--- src/rtl/mux_8_1_pkg.sv ---
// Shared constants and state encoding for the 8:1 mux round-robin arbiter.
package mux_8_1_pkg;

  localparam int N_REQ = 8;
  localparam int SEL_W = 3;

  typedef enum logic {
    IDLE  = 1'b0,
    GRANT = 1'b1
  } state_t;

endpackage

--- src/rtl/rr_pick_8.sv ---
// Combinational wrap-around search: first set request bit at or above i_ptr,
// wrapping 7->0.
module rr_pick_8
  import mux_8_1_pkg::*;
(
  input  logic [N_REQ-1:0] i_req,
  input  logic [SEL_W-1:0] i_ptr,
  output logic [SEL_W-1:0] o_idx,
  output logic             o_any
);

  logic [SEL_W-1:0] w_cand;

  // NOTE: every signal written here gets a default first, so no path leaves it
  // unassigned and no latch is inferred.
  always_comb begin
    o_idx  = i_ptr;
    o_any  = 1'b0;
    w_cand = '0;
    // Walk from the farthest offset down so the nearest set bit wins last.
    for (int i = N_REQ - 1; i >= 0; i--) begin
      w_cand = i_ptr + SEL_W'(i);
      if (i_req[w_cand]) begin
        o_idx = w_cand;
        o_any = 1'b1;
      end
    end
  end

endmodule

--- src/rtl/mux_8_1_rr_arb.sv ---
// Round-robin arbiter driving a shared 8:1 mux: registered enable, select code
// and one-hot grant, with a per-grant hold limit of HOLD_MAX cycles.
module mux_8_1_rr_arb
  import mux_8_1_pkg::*;
#(
  parameter int HOLD_MAX = 4
) (
  input  logic             i_clk,
  input  logic             i_rst_n,
  input  logic [N_REQ-1:0] i_req,
  output logic             o_en,
  output logic [SEL_W-1:0] o_sel_code,
  output logic [N_REQ-1:0] o_grant
);

  localparam logic [3:0] HOLD_LAST = 4'(HOLD_MAX - 1);

  state_t           r_state;
  logic [SEL_W-1:0] r_ptr;
  logic [3:0]       r_hold_cnt;
  logic [SEL_W-1:0] r_sel_code;
  logic             r_en;
  logic [N_REQ-1:0] r_grant;

  logic             w_release;
  logic [SEL_W-1:0] w_search_ptr;
  logic [SEL_W-1:0] w_idx;
  logic             w_any;

  // During a grant the search must already start from the post-release ptr so
  // the next winner is loaded at the same edge the current grant ends.
  assign w_release    = (r_state == GRANT) &&
                        (!i_req[r_sel_code] || (r_hold_cnt == HOLD_LAST));
  assign w_search_ptr = (r_state == GRANT) ? (r_sel_code + 3'd1) : r_ptr;

  rr_pick_8 u_pick (
    .i_req (i_req),
    .i_ptr (w_search_ptr),
    .o_idx (w_idx),
    .o_any (w_any)
  );

  // NOTE: sequential state uses non-blocking assignments so every register
  // samples the pre-edge values, independent of statement order.
  always_ff @(posedge i_clk or negedge i_rst_n) begin
    if (!i_rst_n) begin
      r_state    <= IDLE;
      r_ptr      <= '0;
      r_hold_cnt <= '0;
      r_sel_code <= '0;
      r_en       <= 1'b0;
      r_grant    <= '0;
    end else begin
      case (r_state)
        IDLE: begin
          if (w_any) begin
            r_state    <= GRANT;
            r_en       <= 1'b1;
            r_sel_code <= w_idx;
            r_grant    <= N_REQ'(1) << w_idx;
            r_hold_cnt <= '0;
          end
        end
        GRANT: begin
          if (w_release) begin
            r_ptr      <= r_sel_code + 3'd1;
            r_hold_cnt <= '0;
            if (w_any) begin
              r_sel_code <= w_idx;
              r_grant    <= N_REQ'(1) << w_idx;
            end else begin
              r_state <= IDLE;
              r_en    <= 1'b0;
              r_grant <= '0;
            end
          end else begin
            r_hold_cnt <= r_hold_cnt + 4'd1;
          end
        end
        default: r_state <= IDLE;
      endcase
    end
  end

  assign o_en       = r_en;
  assign o_sel_code = r_sel_code;
  assign o_grant    = r_grant;

endmodule

--- config.mk ---
export PLATFORM = sky130hd
export DESIGN_NAME = mux_8_1_rr_arb
export DESIGN_NICKNAME = d
export VERILOG_FILES = /design/src/rtl/mux_8_1_pkg.sv /design/src/rtl/rr_pick_8.sv /design/src/rtl/mux_8_1_rr_arb.sv
export SDC_FILE = /design/constraint.sdc
export NUM_CORES = 1
export LEC_CHECK = 0
export ABC_AREA = 1
export BUFFER_PORTS_ARGS = -buffer_cell sky130_fd_sc_hd__buf_4
export CORE_MARGIN = 2
export CORE_UTILIZATION = 55
export CTS_CLUSTER_SIZE = 40
export DETAILED_ROUTE_END_ITERATION = 8
export GPL_ROUTABILITY_DRIVEN = 0
export PLACE_DENSITY = 0.82
export SYNTH_ARGS = -nofsm -noshare
export SYNTH_HDL_FRONTEND = slang
export SYNTH_SLANG_ARGS = --single-unit
--- constraint.sdc ---
create_clock -name i_clk -period 3.8 [get_ports i_clk]
set_clock_uncertainty 0.05 [all_clocks]
set_input_delay 0 -clock i_clk [delete_from_list [all_inputs] [get_ports i_clk]]
set_output_delay 0 -clock i_clk [all_outputs]
set_load 0.03 [all_outputs]
==> flow_summary.json, run 1 <==
{
  "synth.mux.area_fraction": 0,
  "die_y_um": 63.3,
  "cp_slowest_stage_delay_ps": 520,
  "path_cells": "ha_1 -> nand2_1 -> nand2_1 -> ha_1 -> inv_1 -> nand3_1 -> nand2_1 -> nand2_1 -> nand2_1 -> nor3_2 -> nand2_2 -> nor2_4 -> nand2_2 -> nand2_4 -> inv_2 -> nand3_2 -> nor2_2 -> nand2_1 -> nand2_1",
  "clk_latency_ps": 300,
  "synthXorXnorAreaFrac": 0.00906,
  "ys_async_sr_fraction": 1.00,
  "path_clk_slew_ps": 110,
  "core_um2": 3360,
  "synth_common_cells": "nand2_1 (124), nand3_1 (40), inv_1 (29), dfrtp_1 (20), nand2_2 (14)",
  "crit_type": "reg2reg",
  "hold_viol_final": 0,
  "synth-compound-area-share": 0.0893,
  "num_vias": 1988,
  "route.detailed.drc": 0,
  "die-area_um2": 4010,
  "drive_above_1_share": 0.208,
  "clock-sinks": 20,
  "synthFlopType": "dfrtp_1",
  "num_antenna_cells": 0,
  "finalCritPeriodShare": 0.783,
  "drt-vias-per-instance": 5.33,
  "dpl.hpwl_um": 3700,
  "cts_tree": "built",
  "worst_pin_slew_ps": 417,
  "grt.total_usage": 0.254,
  "synth_fa_ha_area_frac": 0.0259,
  "hp-class": "in2async",
  "synth_top_family_by_area": "simple AND/OR/NAND/NOR gates",
  "yosysTopAreaCell": "dfrtp_1",
  "dr.pass1.iters": 6,
  "synth_fp_nets": 319,
  "synth_cell_types": 29,
  "fin_tns_setup_ps": 0,
  "wire_per_inst_um": 12.5,
  "wirelength_um": 4650,
  "start_util": 0.575,
  "grt_antenna_before_repair": 0,
  "synth_area_leaders": "dfrtp_1 (26%), nand2_1 (24%), nand3_1 (10%), inv_1 (5.6%), nand2_2 (4.5%)",
  "grt_start_max_net_pins": 21,
  "htreeDepth": 1,
  "root_buffer": "clkbuf_4",
  "syn2layout_area_growth_pct": 10.9,
  "yosysSeqAreaShare": 0.259,
  "drtIter0Drc": 148,
  "ant_nets": 0,
  "nets": 342,
  "yosysWarnings": 0,
  "syn_area_um2": 1930,
  "fin_crit_ps": 2980,
  "grt_pass1_vias": 1805,
  "yosysMostFrequentCell": "nand2_1",
  "place_area_um2": 2100,
  "setup_viol": 0,
  "syn_area_per_cell_um2": 6.34,
  "io_buffers": 21,
  "synth_edf_count": 0,
  "slew_violations": 0,
  "rsz0062_at_grt": "no",
  "grt_pass1_wl_um": 8110,
  "crit_required_ps": 3950,
  "die_w_um": 63.3,
  "synth_cells": 305,
  "cts_buffer_depth": 2,
  "grt.overflow.total": 0,
  "worstSetupStartpointType": "register",
  "synth_top_area_share": 0.259,
  "cts-buffers-inserted": 3,
  "worst_setup_path_end_kind": "register",
  "crit_slowest_cell": "dfrtp_1",
  "maxCapViolCount": 0,
  "critical_path.max_fanout": 11,
  "outcome": "finished clean",
  "max-slew-margin-rel": 0.722,
  "fmax_mhz": 336,
  "cp.arrival_ps": 3130,
  "fp-row-count": 21,
  "synth-seq-cells": 20,
  "final_cell_area_um2": 2150,
  "crit_top_cell": "nand2_1",
  "ios": 22,
  "synth-simple-area-share": 0.515
}
per-layer routing:
| layer | global-route usage | share of wire | vias to the layer above |
|---|---|---|---|
| met5 | 0 | 0 | - |
| met4 | 0.122 | 0.023 | 0 |
| met3 | 0.0286 | 0.074 | 13 |
| met2 | 0.390 | 0.46 | 97 |
| li1 | - | - | 1009 |
| met1 | 0.356 | 0.44 | 869 |
sequential cells by signal, summed over array words and instances, names as in the netlist:
name and count:
o_sel_code 3, r_hold_cnt 4, o_en 1, r_state 1, o_grant 8, r_ptr 3
through the flow:
step	instances	util	hold WS, ps	setup slack, ps
6_report	373	0.638	54.8	825
4_1_cts	373	0.638	61.2	848
2_1_floorplan	305	-	-346	1010
5_1_grt	373	0.638	48.6	581
3_5_place_dp	368	0.624	-159	882
3_3_place_gp	368	0.624	-161	907
kinds of logic (layout without fill, tap and decap cells):
kind of cell / count (synthesis) / after routing
buf+inv: 41 / 63
fa+ha+maj: 4 / 4
xor+xnor: 2 / 2
compound gates: 30 / 30
simple gates: 208 / 208
flops: 20 / 20
critical path, delay by kind of cell, from the launching register on:
kind                     cells  cell delay (ps)
flip-flops                   1              520
adder cells (fa/ha/maj)      2              740
AND/OR/NAND/NOR             15             1400
buffers and inverters        2              160
area by class of cell:
class | instances | area (µm²)
tap | 46 | 57.6
inverter | 36 | 140
sequential | 20 | 500
fill | 315 | 1220
timing repair buffer | 23 | 175
multi-input combinational | 244 | 1240
clock buffer | 4 | 36.3
timing repair:
item / 4_1_cts / 5_1_grt
setup buffers: 0 / 0
hold buffers: 1 / 0
resized for setup: 0 / 0
hold endpoints to repair: 20 / 0
placed cells by master (no fill, tap or decap):
cell and n:
nand3_2 3, nand3_1 40, nand2_2 14, o21a_1 1, ha_1 4, dlygate4sd3_1 1
nor2_4 3, inv_6 1, nor2_2 4, and2_1 1, nand2_1 124, nor2_1 9
nand2_8 1, nand2_4 7, a32o_1 1, a21oi_2 2, nor3_1 1, xor2_1 1
inv_1 29, o22ai_1 2, o211ai_1 2, clkbuf_4 3, inv_2 6, xnor2_1 1
dfrtp_1 20, o21ai_0 11, clkbuf_8 1, buf_4 22, a21oi_1 11, nor3_2 1
worst paths after layout:
path | start | to | slack (ps) | cells past startpoint
setup / recovery | o_sel_code[0]$_DFFE_PN0P_ | o_grant[0]$_DFFE_PN0P_ | 820 | 19
max in group asynchronous | i_rst_n | r_hold_cnt[2]$_DFFE_PN0P_ | 3440 | 2
min in group i_clk | i_req[3] | r_ptr[2]$_DFFE_PN0P_ | 300 | 6
hold reg to reg | o_grant[3]$_DFFE_PN0P_ | o_grant[3]$_DFFE_PN0P_ | 440 | 2
setup reg to reg | o_sel_code[0]$_DFFE_PN0P_ | o_grant[0]$_DFFE_PN0P_ | 820 | 19
hold / removal | i_rst_n | o_grant[5]$_DFFE_PN0P_ | 50 | 2
Power of run 1 is left out: the tool's default activity adds up to more than one toggle a clock period on the data nets, which glitch-free logic cannot reach.
==> run 2, diff against run 1 <==
==> constraint.sdc (replaced) <==
create_clock -name i_clk -period 3 [get_ports i_clk]
set_clock_uncertainty 0.05 [all_clocks]
set_input_delay 0 -clock i_clk [delete_from_list [all_inputs] [get_ports i_clk]]
set_output_delay 0 -clock i_clk [all_outputs]
set_load 0.03 [all_outputs]
==> run 2 against run 1 <==
Effect of this change:
- flip-flop and latch count did not move
- cell area grew 1.9%
- sequential share of layout area is 0.37 points lower
- worst setup slack got worse by 580 ps
- utilization increased by 1.2 points
- largest cell class unchanged
==> flow_summary.json, run 2 (synthesis gave the netlist of run 1 again) <==
{
  "fp-row-count": 21,
  "ios": 22,
  "layout_setup_ws_ps": 246,
  "worst_pin_slew_ps": 333,
  "crit_type": "reg2reg",
  "drtIter0Drc": 120,
  "fmax_mhz": 363,
  "dr.pass1.iters": 5,
  "final_cell_mix": "nand2_1 (122), nand3_1 (40), inv_1 (29)",
  "ant_nets": 0,
  "num_antenna_cells": 0,
  "clk_latency_ps": 290,
  "dpl.hpwl_um": 3760,
  "reg2reg_slack_ps": 250,
  "die-area_um2": 4010,
  "hold_viol_final": 0,
  "io_buffers": 21,
  "die_y_um": 63.3,
  "largest_register_ffs": 8,
  "cts_buffer_depth": 2,
  "finalCritPeriodShare": 0.918,
  "wirelength_um": 4740,
  "drt-vias-per-instance": 5.34,
  "root_buffer": "clkbuf_4",
  "cp.arrival_ps": 2900,
  "max-slew-margin-rel": 0.778,
  "cts_tree": "built",
  "worstSetupStartpointType": "register",
  "grt.total_usage": 0.257,
  "grt_pass1_wl_um": 8260,
  "drive_above_1_share": 0.232,
  "core_um2": 3360,
  "wire_per_inst_um": 12.5,
  "cts-buffers-inserted": 3,
  "grt_start_max_net_pins": 21,
  "crit_required_ps": 3150,
  "maxCapViolCount": 0,
  "fin_crit_ps": 2750,
  "slew_violations": 0,
  "grt.overflow.total": 0,
  "critical_path.max_fanout": 10,
  "nets": 348,
  "grt_antenna_before_repair": 0,
  "rr_worst_depth": 20,
  "path_clk_slew_ps": 100,
  "start_util": 0.575,
  "hp-class": "in2async",
  "syn2layout_area_growth_pct": 13.0,
  "htreeDepth": 1,
  "outcome": "finished clean",
  "place_area_um2": 2120,
  "rr_startpoint": "o_sel_code[0]$_DFFE_PN0P_",
  "worst_setup_path_end_kind": "register",
  "worstReg2RegEnd": "o_grant[0]$_DFFE_PN0P_",
  "route.detailed.drc": 0,
  "setup_viol": 0,
  "fin_tns_setup_ps": 0,
  "die_w_um": 63.3,
  "final_cell_area_um2": 2190,
  "final_common_cell": "nand2_1",
  "clock-sinks": 20,
  "grt_pass1_vias": 1876,
  "dp_slack_ps": 123,
  "num_vias": 2017
}
==> run 2: cell count changes in the layout (fill, tap and decap cells not counted), sizes merged <==
cell    change
buf         +6
clkbuf      -1
==> run 2: how the worst max path moves through the flow <==
stage,startpoint,to,slack (ps),cells after the start
2_1_floorplan,o_sel_code[1]$_DFFE_PN0P_,o_grant[1]$_DFFE_PN0P_,210,20
3_3_place_gp,o_sel_code[1]$_DFFE_PN0P_,o_grant[1]$_DFFE_PN0P_,190,20
3_5_place_dp,o_sel_code[1]$_DFFE_PN0P_,o_grant[0]$_DFFE_PN0P_,120,20
4_1_cts,o_sel_code[1]$_DFFE_PN0P_,o_grant[0]$_DFFE_PN0P_,90,20
5_1_grt,o_sel_code[0]$_DFFE_PN0P_,o_grant[1]$_DFFE_PN0P_,-0.7,22
6_report,o_sel_code[0]$_DFFE_PN0P_,o_grant[0]$_DFFE_PN0P_,250,20
==> run 2: layout make-up <==
cell class                 instances  area, µm²
timing repair buffer              29        220
inverter                          36        140
sequential                        20        502
tap                               46       57.6
multi-input combinational        244       1240
clock buffer                       3       22.5
fill                             339       1180
==> run 2: stage by stage <==
| stage | hold WS, ps | std cells | utilization |
|---|---|---|---|
| finish | 59.9 | 378 | 0.650 |
| global route | 68.0 | 378 | 0.650 |
| CTS | 76.1 | 375 | 0.641 |
| detailed placement | -162 | 371 | 0.631 |
| global placement | -163 | 371 | 0.631 |
| floorplan | -346 | 305 | - |
==> run 2: per-layer routing <==
metal	GRT usage	vias up	wire (µm)
met5	0	-	0
met4	0.109	0	76
met3	0.0304	10	303
met2	0.414	81	2210
met1	0.351	898	2150
li1	-	1028	-
==> run 2: what timing repair did <==
| action | in CTS | in global routing |
|---|---|---|
| setup endpoints to repair | 0 | 10 |
| hold endpoints to repair | 20 | 0 |
| hold buffers | 1 | 0 |
| resized for setup | 0 | 4 |
| buffers inserted | 0 | 3 |
==> run 2: worst max-delay path, stage by stage, from the launching register on <==
cell,delay [ps]
dfrtp_1,400
ha_1,320
inv_1,100
nand2_2,100
nand2_8,120
ha_1,200
inv_1,70
nand3_1,90
nand2_2,100
nand3_1,100
nand2_1,120
nor2_2,120
nand2_2,80
nor2_4,150
nand2_2,100
nand2_4,120
inv_2,60
nand3_2,80
nor2_2,50
nand2_1,70
nand2_1,50
Power of run 2 is left out for the same reason.
